===== src/rtl/digit_match_ctrl.sv =====
// Scans each digit template ROM against the captured sample bitmap, counts per-digit pixel
// agreement and reports the best-scoring digit (lowest index wins ties).
module digit_match_ctrl #(
    parameter int ADDR_W     = 12,
    parameter int NUM_DIGITS = 10,
    parameter int MIN_SCORE  = 3072
) (
    input  logic                  clk,
    input  logic                  rst_n,
    input  logic                  start,
    output logic                  busy,
    output logic                  done,
    output logic [3:0]            result_digit,
    output logic [ADDR_W:0]       result_score,
    output logic                  result_valid,
    output logic [ADDR_W-1:0]     ad,
    output logic [NUM_DIGITS-1:0] rom_ce,
    output logic                  rom_oce,
    output logic                  rom_reset,
    input  logic [NUM_DIGITS-1:0] rom_dout,
    output logic                  smp_ce,
    input  logic                  smp_bit
);

    localparam logic [ADDR_W-1:0] LAST_AD     = '1;
    localparam logic [3:0]        LAST_DIGIT  = 4'(NUM_DIGITS - 1);
    localparam logic [ADDR_W:0]   MIN_SCORE_L = (ADDR_W + 1)'(MIN_SCORE);

    typedef enum logic [2:0] {
        S_IDLE,
        S_FETCH,
        S_DRAIN,
        S_UPDATE,
        S_DONE
    } state_t;

    state_t                r_state;
    logic [3:0]            r_digit;
    logic [ADDR_W-1:0]     r_ad;
    logic [NUM_DIGITS-1:0] r_rom_ce;
    logic                  r_smp_ce;
    logic                  r_rd_vld;
    logic [ADDR_W:0]       r_cnt;
    logic [ADDR_W:0]       r_best_score;
    logic [3:0]            r_best_digit;
    logic                  r_busy;
    logic                  r_done;
    logic [3:0]            r_result_digit;
    logic [ADDR_W:0]       r_result_score;
    logic                  r_result_valid;

    logic [NUM_DIGITS-1:0] w_digit_oh;
    logic [NUM_DIGITS-1:0] w_next_digit_oh;
    logic                  w_sel_bit;
    logic                  w_match;
    logic                  w_better;
    logic [ADDR_W:0]       w_new_best_score;
    logic [3:0]            w_new_best_digit;

    genvar gi;
    generate
        for (gi = 0; gi < NUM_DIGITS; gi++) begin : g_digit_dec
            assign w_digit_oh[gi]      = (r_digit == 4'(gi));
            assign w_next_digit_oh[gi] = ((r_digit + 4'd1) == 4'(gi));
        end
    endgenerate

    // Only the ROM of the digit being scanned contributes; other dout bits are don't-care.
    assign w_sel_bit        = |(rom_dout & w_digit_oh);
    assign w_match          = (w_sel_bit == smp_bit);
    assign w_better         = (r_cnt > r_best_score);
    assign w_new_best_score = w_better ? r_cnt : r_best_score;
    assign w_new_best_digit = w_better ? r_digit : r_best_digit;

    always_ff @(posedge clk) begin
        if (!rst_n) begin
            r_state        <= S_IDLE;
            r_digit        <= '0;
            r_ad           <= '0;
            r_rom_ce       <= '0;
            r_smp_ce       <= 1'b0;
            r_rd_vld       <= 1'b0;
            r_cnt          <= '0;
            r_best_score   <= '0;
            r_best_digit   <= '0;
            r_busy         <= 1'b0;
            r_done         <= 1'b0;
            r_result_digit <= '0;
            r_result_score <= '0;
            r_result_valid <= 1'b0;
        end else begin
            r_done   <= 1'b0;
            r_rd_vld <= (r_state == S_FETCH);
            if (r_rd_vld) begin
                r_cnt <= r_cnt + (ADDR_W + 1)'(w_match);
            end

            case (r_state)
                S_IDLE: begin
                    if (start) begin
                        r_state      <= S_FETCH;
                        r_busy       <= 1'b1;
                        r_digit      <= '0;
                        r_ad         <= '0;
                        r_rom_ce     <= NUM_DIGITS'(1);
                        r_smp_ce     <= 1'b1;
                        r_cnt        <= '0;
                        r_best_score <= '0;
                        r_best_digit <= '0;
                    end
                end
                S_FETCH: begin
                    if (r_ad == LAST_AD) begin
                        r_state  <= S_DRAIN;
                        r_rom_ce <= '0;
                        r_smp_ce <= 1'b0;
                    end else begin
                        r_ad <= r_ad + 1'b1;
                    end
                end
                S_DRAIN: begin
                    r_state <= S_UPDATE;
                end
                S_UPDATE: begin
                    r_best_score <= w_new_best_score;
                    r_best_digit <= w_new_best_digit;
                    r_cnt        <= '0;
                    r_ad         <= '0;
                    if (r_digit == LAST_DIGIT) begin
                        // Results are loaded here so they are already valid during the done pulse.
                        r_state        <= S_DONE;
                        r_done         <= 1'b1;
                        r_result_digit <= w_new_best_digit;
                        r_result_score <= w_new_best_score;
                        r_result_valid <= (w_new_best_score >= MIN_SCORE_L);
                    end else begin
                        r_state  <= S_FETCH;
                        r_digit  <= r_digit + 4'd1;
                        r_rom_ce <= w_next_digit_oh;
                        r_smp_ce <= 1'b1;
                    end
                end
                S_DONE: begin
                    r_state <= S_IDLE;
                    r_busy  <= 1'b0;
                end
                default: begin
                    r_state <= S_IDLE;
                    r_busy  <= 1'b0;
                end
            endcase
        end
    end

    assign busy         = r_busy;
    assign done         = r_done;
    assign result_digit = r_result_digit;
    assign result_score = r_result_score;
    assign result_valid = r_result_valid;
    assign ad           = r_ad;
    assign rom_ce       = r_rom_ce;
    assign smp_ce       = r_smp_ce;
    assign rom_oce      = 1'b1;
    assign rom_reset    = ~rst_n;

endmodule


===== config.mk =====
export PLATFORM = sky130hd
export DESIGN_NAME = digit_match_ctrl
export DESIGN_NICKNAME = d
export VERILOG_FILES = /design/src/rtl/digit_match_ctrl.sv
export SDC_FILE = /design/constraint.sdc
export NUM_CORES = 1
export LEC_CHECK = 0
export CAP_MARGIN = 10
export CELL_PAD_IN_SITES_DETAIL_PLACEMENT = 0
export CELL_PAD_IN_SITES_GLOBAL_PLACEMENT = 2
export CORE_ASPECT_RATIO = 0.8
export CORE_MARGIN = 2
export CORE_UTILIZATION = 32
export DETAILED_ROUTE_END_ITERATION = 10
export HOLD_SLACK_MARGIN = 0.08
export PLACE_DENSITY = 0.79
export SKIP_CTS_REPAIR_TIMING = 1
export SLEW_MARGIN = 20
export SYNTH_ARGS = -nofsm -noshare
export SYNTH_HDL_FRONTEND = slang
export SYNTH_SLANG_ARGS = --single-unit

===== constraint.sdc =====
create_clock -name clk -period 3.5 [get_ports clk]
set_clock_uncertainty 0.1 [all_clocks]
set_input_delay 0.35 -clock clk [delete_from_list [all_inputs] [get_ports clk]]
set_output_delay 0.35 -clock clk [all_outputs]
set_load 0.005 [all_outputs]

Word level (Yosys, flattened, before mapping)

Index checks and enable logic that the tools add are counted.

Add/sub/neg operators: 3
Magnitude comparators: 2
Equal/unequal tests: 27
Muxes and demuxes: 28
Bitwise gates (word level): 3
Reduce and logical (&&, ||, !) cells: 15

Operators by type and width:

| cell                    | count |
|---|---|
| $mux W13                | 4 |
| $pmux W13 S2            | 2 |
| $pmux W12 S3            | 1 |
| $eq A4 B3 Y1 const B    | 8 |
| $mux W10                | 3 |
| $pmux W10 S3            | 1 |
| $mux W12                | 2 |
| $eq A4 B2 Y1 const B    | 4 |
| $eq A4 B4 Y1 const B    | 4 |
| $pmux W4 S2             | 2 |
| $add A13 B1 Y13         | 1 |
| $ge A13 B12 Y1 const B  | 1 |
| $gt A13 B13 Y1          | 1 |
| $add A12 B1 Y12 const B | 1 |
| $eq A12 B12 Y1 const B  | 1 |
| $mux W4                 | 3 |
| $pmux W3 S4             | 1 |
| $and A10 B10 Y10        | 1 |
| $reduce_and A2 Y1       | 5 |
| $reduce_or A10 Y1       | 1 |
| $mux W3                 | 3 |
| $eq A4 B1 Y1 const B    | 2 |
| $logic_not A4 Y1        | 2 |
| $eq A3 B2 Y1 const B    | 2 |
| other kinds (15)        | 22 |

Bits in registers: 81
Bits of input ports: 14
Output and inout bits: 45
Word-level logic and storage cells: 92

Logic depth before layout (Yosys ltp)

Depth after elaboration: 8
Gate-level depth with buffers: 13
Mapped depth without buffers: 13

Worst setup path before layout

Ideal clock, no wire load.

Path kind: reg-to-reg
Start: register r_digit[0]
End: register r_cnt[10]
Arrival: 2394 ps
Required time: 3330 ps
Setup slack: 936 ps
Stages on the path, launching flop included: 13
Path buffers: 0
Cells stage by stage: dfxtp_1 -> inv_1 -> ha_1 -> a22oi_1 -> nand3_1 -> nand3_1 -> o31a_1 -> xor2_1 -> ha_1 -> ha_1 -> nand3_1 -> or3_1 -> a21oi_1

Longest elaborated chain between the ends: 8
Elaborated cells on any way between the ends: 17
Classes of those cells: add/sub: 1; eq/ne: 10; mux: 3; bitwise: 1; reduce/logical: 2

RTL lines:

| element                              | line | source |
|---|---|---|
| from (decl)                          | 38   | `logic [3:0] r_digit;` |
| from (signal assigned)               | 138  | `r_digit <= r_digit + 4'd1;` |
| $eq A4 B1 Y1 (tied with other cells) | 63   | `assign w_digit_oh[gi] = (r_digit == 4'(gi));` |
| $and A10 B10 Y10 *                   | 69   | `assign w_sel_bit = \|(rom_dout & w_digit_oh);` |
| $reduce_or A10 Y1 *                  | 69   |  |
| $eq A1 B1 Y1 *                       | 70   | `assign w_match = (w_sel_bit == smp_bit);` |
| $add A13 B1 Y13 *                    | 95   | `r_cnt <= r_cnt + (ADDR_W + 1)'(w_match);` |
| $mux W13 *                           | 94   | `if (r_rd_vld) begin` |
| $mux W13                             | 100  | `if (start) begin` |
| $pmux W13 S2 *                       | 98   | `case (r_state)` |
| to (signal assigned)                 | 95   |  |
| to (decl)                            | 43   | `logic [ADDR_W:0] r_cnt;` |

Every way passes the cells marked *; elsewhere a longest branch is shown, timed or not.
A chain may end at the register's enable or synchronous reset.

Worst setup path in the final report

Ends and elaborated chain as after synthesis.

==> summary.txt <==
Total Routing Usage GR = 0.158
Synth Warn # = 0
CTS HTree Levels = 3
sw frac = 0.216
Slew Viols, Final = 0
Root Driver = clkbuf_16
vias in the first global route = 3194
DRT Pass-1 Iters = 4
syn nets = 495
Routed WL = 10.0 mm
VDD IR max = 0.240 mV
total number of vias = 3349
dpl cells = 655
critical path endpoint category = flip-flop
Yosys cell types = 56
Synth area leaders = dfxtp_1, ha_1, nor2_1
P_leak = 1.84 nW
post-synthesis sequential area ratio = 0.410
Setup violations, final = 0
combinational power share = 0.047
Critical Path Slowest Stage Cell = dfxtp_1
I/O pins = 59
maxcap violations = 0
Reg2Reg Setup Slack = 0.53 ns
share of cells above drive strength 1 = 0.0636
Reg power frac = 0.480
CTS tree = yes
initial drt markers = 140
Final Util = 0.411
clk buf depth = 2
RD Place Congestion = 0.795
setup TNS = 0 ns
Max Fanout on Critical Path = 8
worst slew pin tran = 0.746 ns
core area = 12100 sq um
GR Overflow Total = 0
ys async rst share = 0
WP data arrival = 3.13 ns
WHS = 0.352 ns
antenna cell count = 0
antenna violations before repair = 0
Syn-to-layout area delta = 25.9%
kind of start point of the critical path = flip-flop
Clock power frac = 0.472
hpwl dp = 7.04 mm
Critical Path RT = 3.66 ns
GR peak layer = met2
CP peak stage delay = 0.47 ns
starting density of the core = 0.326
first-pass GRT wire length = 16.2 mm
met1 GRT Util = 0.222
Synth top area share = 0.410
P_int = 0.00153 W
# fillers = 1189
Post-Syn Instances = 460
routed len/inst = 14.9 microns
Die Y = 103 microns
largest net degree at the start of global routing = 41
post-synthesis register bit count = 81
TritonCTS buffer count = 9
achievable frequency = 0.337 GHz
Post-Syn Area per Cell = 8.60 sq um
M2 GR Usage = 0.240
Worst slew margin = 0.497
Clock Latency Late Sink = 0.33 ns
post-layout net count = 549
RSZ-0062 raised after global routing = false
min-delay worst type = flip-flop to flip-flop
Die Area = 13300 sq um
clock-pin slew on the worst setup and hold paths = 0.06 ns
Antenna Nets Post-Route = 0
outcome = complete, no violations
final worst path period need = 2.97 ns
num rows = 36
vias per cell = 4.99
non-filler cells in the finished layout = 671
PD cells = 391 nW/um^2
Net Switching = 0.000421 W
number of synthesized flops with an enable pin = 0
GR Util met3 = 0.0329
post-synth top area cell = dfxtp_1
period utilization = 0.848
Synth Flop Type = dfxtp_1
worst-path cell chain = inv_1, ha_1, a22oi_1, nand3_1, nand3_1, o31a_1, xor2_1, ha_1, ha_1, nand3_1, or3_1, a21oi_1
Post-Syn Area = 3950 sq um
Buffers on Ports = 57
Setup CP Type = flip-flop to flip-flop
clock sinks = 81
Post-route DRC = 0
die width = 128 microns
final hold viol count = 0
-- cell usage after synthesis (2+ instances only) --
cell and number:
buf_6 2, ha_1 21, xor2_1 9, inv_1 32, clkbuf_1 13, a21o_1 2, o21ai_0 22, buf_2 5
o22a_1 16, nor3_1 9, nand2_1 37, mux2i_1 17, a32oi_1 7, nor2_1 62, nor2b_1 4, nand4_1 11
and3_1 3, nand3_1 19, a22oi_1 5, a311oi_2 2, xnor2_1 13, dfxtp_1 81, buf_4 2, or4_1 2
a21oi_1 33
-- worst paths after layout --
kind                           startpoint                     end  cells after the start
hold / removal     rom_ce[9]$_SDFFE_PN0P_  rom_ce[9]$_SDFFE_PN0P_                      2
hold reg to reg    rom_ce[9]$_SDFFE_PN0P_  rom_ce[9]$_SDFFE_PN0P_                      2
setup / recovery  r_digit[0]$_SDFFE_PN0P_    r_cnt[10]$_SDFF_PN0_                     12
setup reg to reg  r_digit[0]$_SDFFE_PN0P_    r_cnt[10]$_SDFF_PN0_                     12
-- logic make-up (layout without fill, tap and decap cells) --
logic type,Yosys count,in the layout,share of synthesized area
compound gates,103,103,0.175
flops,81,81,0.410
buf+inv,55,114,0.0595
fa+ha+maj,21,21,0.0665
xor+xnor,22,22,0.0487
simple gates,160,160,0.196
mux,17,17,0.0430
other cells,1,1,0.000948
-- metal layers --
metal / vias to the layer above / part of all wire
met5: - / 0
met4: 0 / 0.015
met3: 13 / 0.045
met2: 70 / 0.43
met1: 1543 / 0.51
li1: 1723 / -
-- stage by stage --
stage          setup WS, ns  cell area, sq um  total power [W]
6_report              0.532              4980          0.00195
3_3_place_gp          0.658              4680          0.00105
3_5_place_dp          0.550              4680          0.00105
5_1_grt               0.255              4980          0.00203
2_1_floorplan         0.936              3950          0.00101
4_1_cts               0.525              4980          0.00198
-- layout make-up --
type	count	area, sq um	area share
Clock buffer	15	288	0.0578
Clock inverter	1	7.51	0.00151
Inverter	32	120	0.0241
Multi-Input combinational cell	324	2110	0.424
Sequential cell	81	1620	0.326
Tap cell	152	190	0.0382
Timing Repair Buffer	66	638	0.128
-- registers in the layout (all words and copies together) (netlist names) --
signal        count
ad               12
busy              1
done              1
r_best_digit      4
r_best_score     13
r_cnt            13
r_digit           4
r_rd_vld          1
r_state           3
result_digit      4
result_score     13
result_valid      1
rom_ce           10
smp_ce            1
-- power by group through the flow --
stage	Clock, W	Combinational, W	Sequential, W
floorplan	0	0.0000560	0.000952
global placement	0	0.0000940	0.000956
detailed placement	0	0.0000935	0.000956
CTS	0.000953	0.0000939	0.000935
global route	0.000994	0.000102	0.000936
finish	0.000920	0.0000924	0.000935
-- worst max-delay path, delay by kind of cell (launching register included) --
kind,cells,cell delay [ns]
fa+ha+maj,3,0.76
simple gates,4,0.76
compound gates,3,0.50
flops,1,0.47
xor+xnor,1,0.17
buf+inv,1,0.13
-- cell usage in the layout (no fill, tap or decap), types with 2 or more instances in the layout --
cell,n
a32oi_1,7
clkdlybuf4s50_1,57
clkbuf_1,2
and3_1,3
o22a_1,16
a311oi_2,2
o21ai_0,22
a21oi_1,33
ha_1,21
clkbuf_16,9
nor2_1,62
inv_1,32
buf_4,9
xnor2_1,13
nor3_1,9
a21o_1,2
nand3_1,19
mux2i_1,17
a22oi_1,5
or4_1,2
nand2_1,37
clkbuf_8,4
nor2b_1,4
xor2_1,9
dfxtp_1,81
nand4_1,11
(Power assumes the default switching activity.)
